**src/rtl/mskaes_128bits_round_ctrl_pkg.sv**
```systemverilog
// Shared encodings and round-constant table for the masked AES-128 round control.
package mskaes_128bits_round_ctrl_pkg;

  localparam int CNT_W   = 4;
  localparam int NROUNDS = 10;

  typedef enum logic [1:0] {
    ST_IDLE  = 2'd0,
    ST_ROUND = 2'd1,
    ST_DONE  = 2'd2
  } state_e;

  typedef enum logic [1:0] {
    SEL_IN = 2'd0,
    SEL_MC = 2'd1,
    SEL_SR = 2'd2
  } state_sel_e;

  typedef enum logic {
    KSEL_IN = 1'b0,
    KSEL_KS = 1'b1
  } key_sel_e;

  // Entry 0 is the first-round constant.
  localparam logic [NROUNDS-1:0][7:0] RC_TABLE = {
    8'h36, 8'h1b, 8'h80, 8'h40, 8'h20, 8'h10, 8'h08, 8'h04, 8'h02, 8'h01
  };

  function automatic logic [7:0] rcon_lookup(input logic [CNT_W-1:0] idx);
    logic [7:0] rc;
    rc = 8'h00;
    for (int i = 0; i < NROUNDS; i++) begin
      if (idx == CNT_W'(i)) rc = RC_TABLE[i];
    end
    return rc;
  endfunction

endpackage

```
**src/rtl/mskaes_128bits_round_ctrl_if.sv**
```systemverilog
// Input/output valid-ready handshake of the round controller.
interface mskaes_128bits_round_ctrl_if;
  logic in_valid;
  logic in_ready;
  logic out_valid;
  logic out_ready;

  modport master (output in_valid, output out_ready, input in_ready, input out_valid);
  modport slave  (input in_valid, input out_ready, output in_ready, output out_valid);
endinterface

```
**src/rtl/mskaes_rcon_rom.sv**
```systemverilog
// Combinational round-index to RCON lookup; indices past the last round give 00.
module mskaes_rcon_rom
  import mskaes_128bits_round_ctrl_pkg::*;
(
  input  logic [CNT_W-1:0] idx_i,
  output logic [7:0]       rcon_o
);
  assign rcon_o = rcon_lookup(idx_i);
endmodule

```
**src/rtl/mskaes_128bits_round_ctrl.sv**
```systemverilog
// Masked AES-128 round sequencer: 10 rounds of LATENCY cycles, output held under valid/ready.
// Optional RND_REQ_EN adds a registered rnd_req output that is high only in ROUND.
module mskaes_128bits_round_ctrl
  import mskaes_128bits_round_ctrl_pkg::*;
#(
  parameter int LATENCY = 4
)(
  input  logic                        clk,
  input  logic                        rst_n,
  mskaes_128bits_round_ctrl_if.slave  hs,
  output logic                        busy,
  output logic [1:0]                  state_sel,
  output logic                        state_en,
  output logic                        key_sel,
  output logic                        key_en,
  output logic [7:0]                  rcon,
  output logic [3:0]                  round_idx,
  output logic                        last_round
`ifdef RND_REQ_EN
  , output logic                      rnd_req
`endif
);

  localparam logic [CNT_W-1:0] CYC_LAST = CNT_W'(LATENCY - 1);
  localparam logic [CNT_W-1:0] RND_LAST = CNT_W'(NROUNDS - 1);

  state_e           state_q;
  logic [CNT_W-1:0] cyc_q;
  logic [CNT_W-1:0] round_q;

  logic       in_rdy;
  logic       load;
  logic       rnd_end;
  logic       in_round;
  logic       is_last;
  logic [7:0] rc;

  mskaes_rcon_rom u_rcon (
    .idx_i  (round_q),
    .rcon_o (rc)
  );

  // Reset gates the load strobe so a held in_valid cannot fire enables during reset.
  always_comb begin
    in_round = (state_q == ST_ROUND);
    in_rdy   = (state_q == ST_IDLE) || ((state_q == ST_DONE) && hs.out_ready);
    load     = in_rdy && hs.in_valid && rst_n;
    rnd_end  = in_round && (cyc_q == CYC_LAST);
    is_last  = in_round && (round_q == RND_LAST);
  end

  assign hs.in_ready  = in_rdy;
  assign hs.out_valid = (state_q == ST_DONE);
  assign busy         = in_round || (state_q == ST_DONE);
  assign state_en     = load || rnd_end;
  assign key_en       = load || rnd_end;
  assign state_sel    = rnd_end ? (is_last ? SEL_SR : SEL_MC) : SEL_IN;
  assign key_sel      = rnd_end ? KSEL_KS : KSEL_IN;
  assign rcon         = in_round ? rc : 8'h00;
  assign round_idx    = round_q;
  assign last_round   = is_last;

  always_ff @(posedge clk) begin
    if (!rst_n) begin
      state_q <= ST_IDLE;
      cyc_q   <= '0;
      round_q <= '0;
    end else begin
      case (state_q)
        ST_IDLE: begin
          if (load) begin
            state_q <= ST_ROUND;
            cyc_q   <= '0;
            round_q <= '0;
          end
        end
        ST_ROUND: begin
          if (rnd_end) begin
            cyc_q <= '0;
            if (is_last) begin
              state_q <= ST_DONE;
              round_q <= '0;
            end else begin
              round_q <= round_q + CNT_W'(1);
            end
          end else begin
            cyc_q <= cyc_q + CNT_W'(1);
          end
        end
        ST_DONE: begin
          if (load) begin
            state_q <= ST_ROUND;
            cyc_q   <= '0;
            round_q <= '0;
          end else if (hs.out_ready) begin
            state_q <= ST_IDLE;
          end
        end
        default: begin
          state_q <= ST_IDLE;
          cyc_q   <= '0;
          round_q <= '0;
        end
      endcase
    end
  end

`ifdef RND_REQ_EN
  logic rnd_req_q;
  logic nxt_round;

  assign nxt_round = load || (in_round && !(rnd_end && is_last));

  always_ff @(posedge clk) begin
    if (!rst_n) rnd_req_q <= 1'b0;
    else        rnd_req_q <= nxt_round;
  end

  assign rnd_req = rnd_req_q;
`endif

endmodule
```
**src/flat_wrapper.sv**
```systemverilog
// flat-port wrapper written by rule: the top's interface ports become plain ports
module mskaes_128bits_round_ctrl_flat import mskaes_128bits_round_ctrl_pkg::*;
#(
  parameter int LATENCY = 4
)
  (clk, rst_n, busy, state_sel, state_en, key_sel, key_en, rcon, round_idx, last_round, hs_in_valid, hs_out_ready, hs_in_ready, hs_out_valid);
  mskaes_128bits_round_ctrl_if hs_i ();
  input  logic clk;
  input  logic rst_n;
  output logic busy;
  output logic [1:0] state_sel;
  output logic state_en;
  output logic key_sel;
  output logic key_en;
  output logic [7:0] rcon;
  output logic [3:0] round_idx;
  output logic last_round;
  input wire logic [$bits(hs_i.in_valid)-1:0] hs_in_valid;
  input wire logic [$bits(hs_i.out_ready)-1:0] hs_out_ready;
  output wire logic [$bits(hs_i.in_ready)-1:0] hs_in_ready;
  output wire logic [$bits(hs_i.out_valid)-1:0] hs_out_valid;
  assign hs_i.in_valid = hs_in_valid;
  assign hs_i.out_ready = hs_out_ready;
  assign hs_in_ready = hs_i.in_ready;
  assign hs_out_valid = hs_i.out_valid;
  mskaes_128bits_round_ctrl #(.LATENCY(LATENCY)) u_core (.clk(clk), .rst_n(rst_n), .hs(hs_i), .busy(busy), .state_sel(state_sel), .state_en(state_en), .key_sel(key_sel), .key_en(key_en), .rcon(rcon), .round_idx(round_idx), .last_round(last_round));
endmodule
```
**config.mk**
```make
export PLATFORM = sky130hd
export DESIGN_NAME = mskaes_128bits_round_ctrl_flat
export DESIGN_NICKNAME = d
export VERILOG_FILES = /design/src/rtl/mskaes_128bits_round_ctrl_pkg.sv /design/src/rtl/mskaes_128bits_round_ctrl_if.sv /design/src/rtl/mskaes_rcon_rom.sv /design/src/rtl/mskaes_128bits_round_ctrl.sv /design/src/flat_wrapper.sv
export SDC_FILE = /design/constraint.sdc
export NUM_CORES = 1
export LEC_CHECK = 0
export BUFFER_PORTS_ARGS = -buffer_cell sky130_fd_sc_hd__buf_2
export CAP_MARGIN = 20
export CORE_MARGIN = 4
export CORE_UTILIZATION = 51
export CTS_CLUSTER_SIZE = 16
export DETAILED_ROUTE_END_ITERATION = 10
export HOLD_SLACK_MARGIN = 0.15
export PLACE_DENSITY = 0.87
export SYNTH_ARGS = -nofsm -noshare
export SYNTH_HDL_FRONTEND = slang
export SYNTH_HIERARCHICAL = 1
export SYNTH_SLANG_ARGS = --single-unit
```
**constraint.sdc**
```tcl
create_clock -name clk -period 2.05 [get_ports clk]
set_input_delay 0.41 -clock clk [delete_from_list [all_inputs] [get_ports clk]]
set_output_delay 0.41 -clock clk [all_outputs]
set_load 0.02 [all_outputs]
```
**After elaboration in Yosys (flattened, before gate mapping)**

Cells that the tools add are included.

- Flip-flop bits (word level): 10
- Bits in latches: 0
- RAM bits: 0
- ROM bits: 0
- Bits of input ports: 4
- Output and inout bits: 21
- Logic and storage cells: 61
- Memories: 0

- $add $sub $neg: 2
- $mul: 0
- Divide/modulo/power cells: 0
- Order comparisons: 0
- Equal/unequal tests: 17
- Shifts and indexed selects: 0
- Mux-type cells: 26
- Bitwise operators: 0
- Reduce and logical (&&, ||, !) cells: 13

Operator list:

| kind | number |
|---|---|
| 8-bit two-way mux | 10 |
| 4-bit by 3-bit equality test with 1-bit output, second input constant | 4 |
| 4-bit two-way mux | 4 |
| 4-bit case mux with 2 select lines | 2 |
| 2-bit two-way mux | 7 |
| 4-bit by 2-bit equality test with 1-bit output, second input constant | 3 |
| 4-bit by 1-bit adder with 4-bit output, second input constant | 2 |
| 4-bit equality test, second input constant | 2 |
| 2-bit by 1-bit != test with 1-bit output, second input constant | 3 |
| 2-bit case mux with 3 select lines | 1 |
| 1-bit logical AND | 5 |
| 4-bit by 1-bit equality test with 1-bit output, second input constant | 1 |
| 4-bit zero test | 1 |
| 4-bit AND reduction | 1 |
| 1-bit logical OR | 3 |
| 3-bit by 2-bit != test with 1-bit output, second input constant | 1 |
| 2-bit by 1-bit equality test with 1-bit output, second input constant | 1 |
| 2-bit equality test, second input constant | 1 |
| 2-bit zero test | 1 |
| 1-bit two-way mux | 2 |
| 2-bit != test, second input constant | 1 |
| 2-bit AND reduction | 1 |
| 2-bit OR reduction | 1 |

**Longest topological paths before layout**

- Depth in word-level cells: 12
- Gate-level depth with buffers: 7
- Mapped depth without buffers: 6

**Cells and area by module**

Netlist, hierarchy kept.

By module, submodules not included:

| module | times used | cells an instance | area each (sq um) | sequential area each (sq um) |
|---|---|---|---|---|
| mskaes_128bits_round_ctrl | 1 | 99 | 777.0 | 200.2 |
| mskaes_rcon_rom | 1 | 18 | 137.6 | 0.0 |

**Least setup slack after synthesis**

OpenSTA, ideal clock, no wires.

- Path type: reg2out
- Start: reg u_core.state_q[0]
- End: out state_en
- Arrival: 1.467 ns
- Data required time: 1.640 ns
- Path slack: 0.173 ns
- Cell stages (with the launch flop): 6
- Buffers on the path: 1
- Path through: dfxtp_1 -> inv_1 -> ha_1 -> a21o_1 -> a31o_2 -> buf_4

- Cells in the longest elaborated chain, start to end: 6
- Elaborated cells on any way between the ends: 9
- Those cells by class: eq/ne: 2; reduce/logical: 7

Ends and longest elaborated chain:

| what | RTL line | RTL |
|---|---|---|
| start: declaration | mskaes_128bits_round_ctrl.sv:27 | `state_e state_q;` |
| start signal: assignment | mskaes_128bits_round_ctrl.sv:65 | `state_q <= ST_IDLE;` |
| start signal: assignment | mskaes_128bits_round_ctrl.sv:72 | `state_q <= ST_ROUND;` |
| start signal: assignment | mskaes_128bits_round_ctrl.sv:81 | `state_q <= ST_DONE;` |
| 2-bit equality test | - |  |
| named net hs_out_valid | flat_wrapper.sv:21 | `output wire logic [$bits(hs_i.out_valid)-1:0] hs_out_valid;` |
| 1-bit logical AND | mskaes_128bits_round_ctrl.sv:46 | `in_rdy = (state_q == ST_IDLE) \|\| ((state_q == ST_DONE) && hs.out_ready);` |
| 1-bit logical OR | mskaes_128bits_round_ctrl.sv:46 |  |
| named net hs_in_ready | flat_wrapper.sv:20 | `output wire logic [$bits(hs_i.in_ready)-1:0] hs_in_ready;` |
| 1-bit logical AND (2 in series) | mskaes_128bits_round_ctrl.sv:47 | `load = in_rdy && hs.in_valid && rst_n;` |
| 1-bit logical OR | - |  |
| end: declaration | flat_wrapper.sv:12 | `output logic state_en;` |

The timed path passes the listed nets, and every way through them passes these cells.

**Final worst setup path**

- Start: reg u_core.state_q[0]
- End: out key_en

- Cells in the longest elaborated chain, start to end: 6
- Elaborated cells on any way between the ends: 9
- Those cells by class: eq/ne: 2; reduce/logical: 7

Ends and longest elaborated chain:

| what | RTL line | RTL |
|---|---|---|
| 2-bit equality test | mskaes_128bits_round_ctrl.sv:46 |  |
| 1-bit logical AND | mskaes_128bits_round_ctrl.sv:46 |  |
| 1-bit logical OR | mskaes_128bits_round_ctrl.sv:46 |  |
| 1-bit logical AND (2 in series) | mskaes_128bits_round_ctrl.sv:47 |  |
| 1-bit logical OR * | mskaes_128bits_round_ctrl.sv:56 | `assign key_en = load \|\| rnd_end;` |
| end: declaration | flat_wrapper.sv:14 | `output logic key_en;` |

Mark *: on every way between the ends. The rest lies on a longest branch, timed or not.

==> impl_results.md <==
* Outcome: finished clean
* Largest net degree at the start of global routing at 17
* Top cells by area, synth: dfxtp_1 22%, ha_1 9.6%, and2_1 7.5%
* H-tree depth at 1
* Post-layout power at about 0.77 mW
* Synth top cells by count: 11 x and2_1, 10 x dfxtp_1, 8 x nand2_1, 8 x nor2_1
* Nets@finish at around 150
* Layout cells sized above 1 at 0.3546
* Critical-path maximum fanout at 5
* Vias after detailed routing at ~930
* Worst r2r dst: u_core/round_idx[1]$_SDFFE_PN0P_
* Worst r2r path cells at 5
* End point of the critical path: key_en
* Top-area cell type share of the netlist area at 0.2189
* EDFF count, synth at 0
* Number of setup violations in the final report at 0
* CTS buffer count at 3
* Crit path time final at a little under 2 ns
* I/O Buffers at 24
* Area Growth Syn to Fin at 23.12%
* Via-to-Cell Ratio at between 5 and 6
* Fin. Hold Viols at 0
* Final worst slack at 0.1031 ns
* Hold path startpoint: u_core/state_q[0]$_SDFFE_PN0P_
* HP Class: flip-flop to flip-flop
* R2r startpoint: u_core/cyc_q[0]$_SDFFE_PN0P_
* Syn_nets at roughly 130
* Clk sinks at 10
* Mapped Avg Cell Area at ~8 um2
* Clock-pin slew on the worst setup and hold paths at roughly 0.080 ns
* Tot GR Track Use at 0.1749
* PwrDens at between 600 and 700 mW/mm2
* Number of synthesized register bits at 10
* Filler cells at around 160
* Hold_ws at 0.4872 ns
* Worst EP arrival at 1.54 ns
* First-pass GRT wire length at ~3.5 mm
* Setup Crit Path Kind: flip-flop to output port
* Antenna cells at 0
* Sequential Area at 206.4 um2
* VDD IR max at 0.5888 mV
* Antenna viol nets, final at 0
* Max Cap Viol at 0
* # rows at 15
* 1st-iter DRT viols at 19
* Starting Density at 0.5355
* Die footprint at ~0.0025 mm2
* Detailed Route WL at 2.107 mm
* Worst slew pin tran at ~0.35 ns
* Slew Limit Fails at 0
* Die W at 50.35 um
* Total grt overflow at 0
* Warnings, synthesis at 6
* Yosys cell types at 45
* TritonCTS clock tree: built
* Initial antenna violation count at 0
* Drt wl/cell at ~13 um
* Max Root-Sink Buffers at 2
* Final Cell Area at between 0.001 and 0.0015 mm2
* Final Cycle Share at 0.9497
* Fin cells at ~170
* Most frequent cell after synthesis: and2_1
* Inst Count DP at 161
* Leading area contributor after synthesis: dfxtp_1
* I/O Pins at 25
* Post-synthesis sequential area ratio at 0.2189
* Max Clock Freq at a little over 500 MHz
* Die Height at about 50 um
* Worst skew pair latency at between 0.2 and 0.3 ns
* Crit. End Element: output port
* Multi-input gate area at around 670 um2
* Max transition margin at 0.7680
* Area after DPL at 0.001045 mm2
* Root buf cell: clkbuf_4
* Floorplan core area at ~0.0017 mm2
* Vias in the first global route at 799
* Syn Std Cell Area at a little over 900 um2
* Main flop type after synthesis: dfxtp_1
* Worst Skew at 0.009554 ns
* Pre-CTS setup slack at 0.1017 ns
* DR pass1 iterations at 4
* Flop-to-flop setup slack at between 0.15 and 0.2 ns
* Required time worst endpoint at between 1.5 and 2 ns
* Gate Count Post-Synth at approximately 120
* Leakage power at between 0.5 and 0.6 nW
* Setup crit start: u_core/state_q[0]$_SDFFE_PN0P_
* RePlAce Congestion at roughly 0.86
* Asr flop ratio synth at 0
* Post-DP HPWL at about 1.6 mm
* Remaining DRCs at 0
* CP startpoint kind: flip-flop
==> what timing repair did <==
item / CTS / global route
gates resized for setup: 2 / 10
pin swaps: 0 / 1
setup buffers: 0 / 1
hold buffers: 0 / 0
setup endpoints to repair: 5 / 11
==> final cells by class <==
type | instances | share of cell area
multi-input cells | 92 | 0.5967
clock buffers | 4 | 0.03222
well taps | 25 | 0.02778
repair buffers | 29 | 0.1400
flip-flops and latches | 10 | 0.1833
inverters | 6 | 0.02000
==> power by group <==
group | internal [mW] | switching [mW]
Combinational | 0.137 | 0.212
Sequential | 0.211 | 0.0196
Clock | 0.108 | 0.0794
==> sequential cells by signal, indices dropped and copies added, names as in the netlist <==
signal and cells:
u_core/state_q 2, u_core/round_idx 4, u_core/cyc_q 4
==> layer usage <==
layer,GRT usage,wire length (um),up-vias
met5,0,0,-
met1,0.2036,876,435
met2,0.3109,1104,28
li1,-,-,469
met3,0.02967,110,2
met4,0.07623,15,0
==> critical path, stage by stage, from the launching register on <==
cell and delay, ns:
dfxtp_2 0.36, inv_1 0.07, ha_1 0.25, a21o_1 0.18, a31o_2 0.24, buf_2 0.16
==> stage by stage <==
step                setup TNS (ns)  utilization
finish                           0       0.6593
global route              -0.03501       0.6593
CTS                              0       0.6374
detailed placement               0       0.6117
global placement                 0       0.6117
floorplan                        0            -
==> placed cells by master, fill, tap and decap left out, drive strengths merged, types with 6 or more instances in the layout <==
master and instances:
buf 29, and2 12, dfxtp 10, nand2 8, nor2 8, nand3 7
ha 7, inv 6
==> worst min-delay path by stage <==
stage	to	slack, ns	cells past startpoint
after floorplan	u_core/cyc_q[1]$_SDFFE_PN0P_	0.46	2
after global placement	u_core/cyc_q[1]$_SDFFE_PN0P_	0.48	2
after detailed placement	u_core/cyc_q[1]$_SDFFE_PN0P_	0.48	2
after CTS	u_core/cyc_q[1]$_SDFFE_PN0P_	0.49	2
after global routing	u_core/state_q[0]$_SDFFE_PN0P_	0.53	2
final	u_core/state_q[0]$_SDFFE_PN0P_	0.49	2
==> cells by family (layout without fill, tap and decap cells) <==
| logic type | after synthesis | after routing | synth area share |
|---|---|---|---|
| and+or+nand+nor | 56 | 56 | 0.3680 |
| AOI/OAI and AO/OA | 27 | 27 | 0.2161 |
| buffers and inverters | 15 | 39 | 0.08069 |
| DFF | 10 | 10 | 0.2189 |
| adders and majority gates | 7 | 7 | 0.09575 |
| xor gates and xnor gates | 1 | 1 | 0.009578 |
| muxes | 1 | 1 | 0.01094 |
Note: power is estimated with default switching activity, not from simulation.
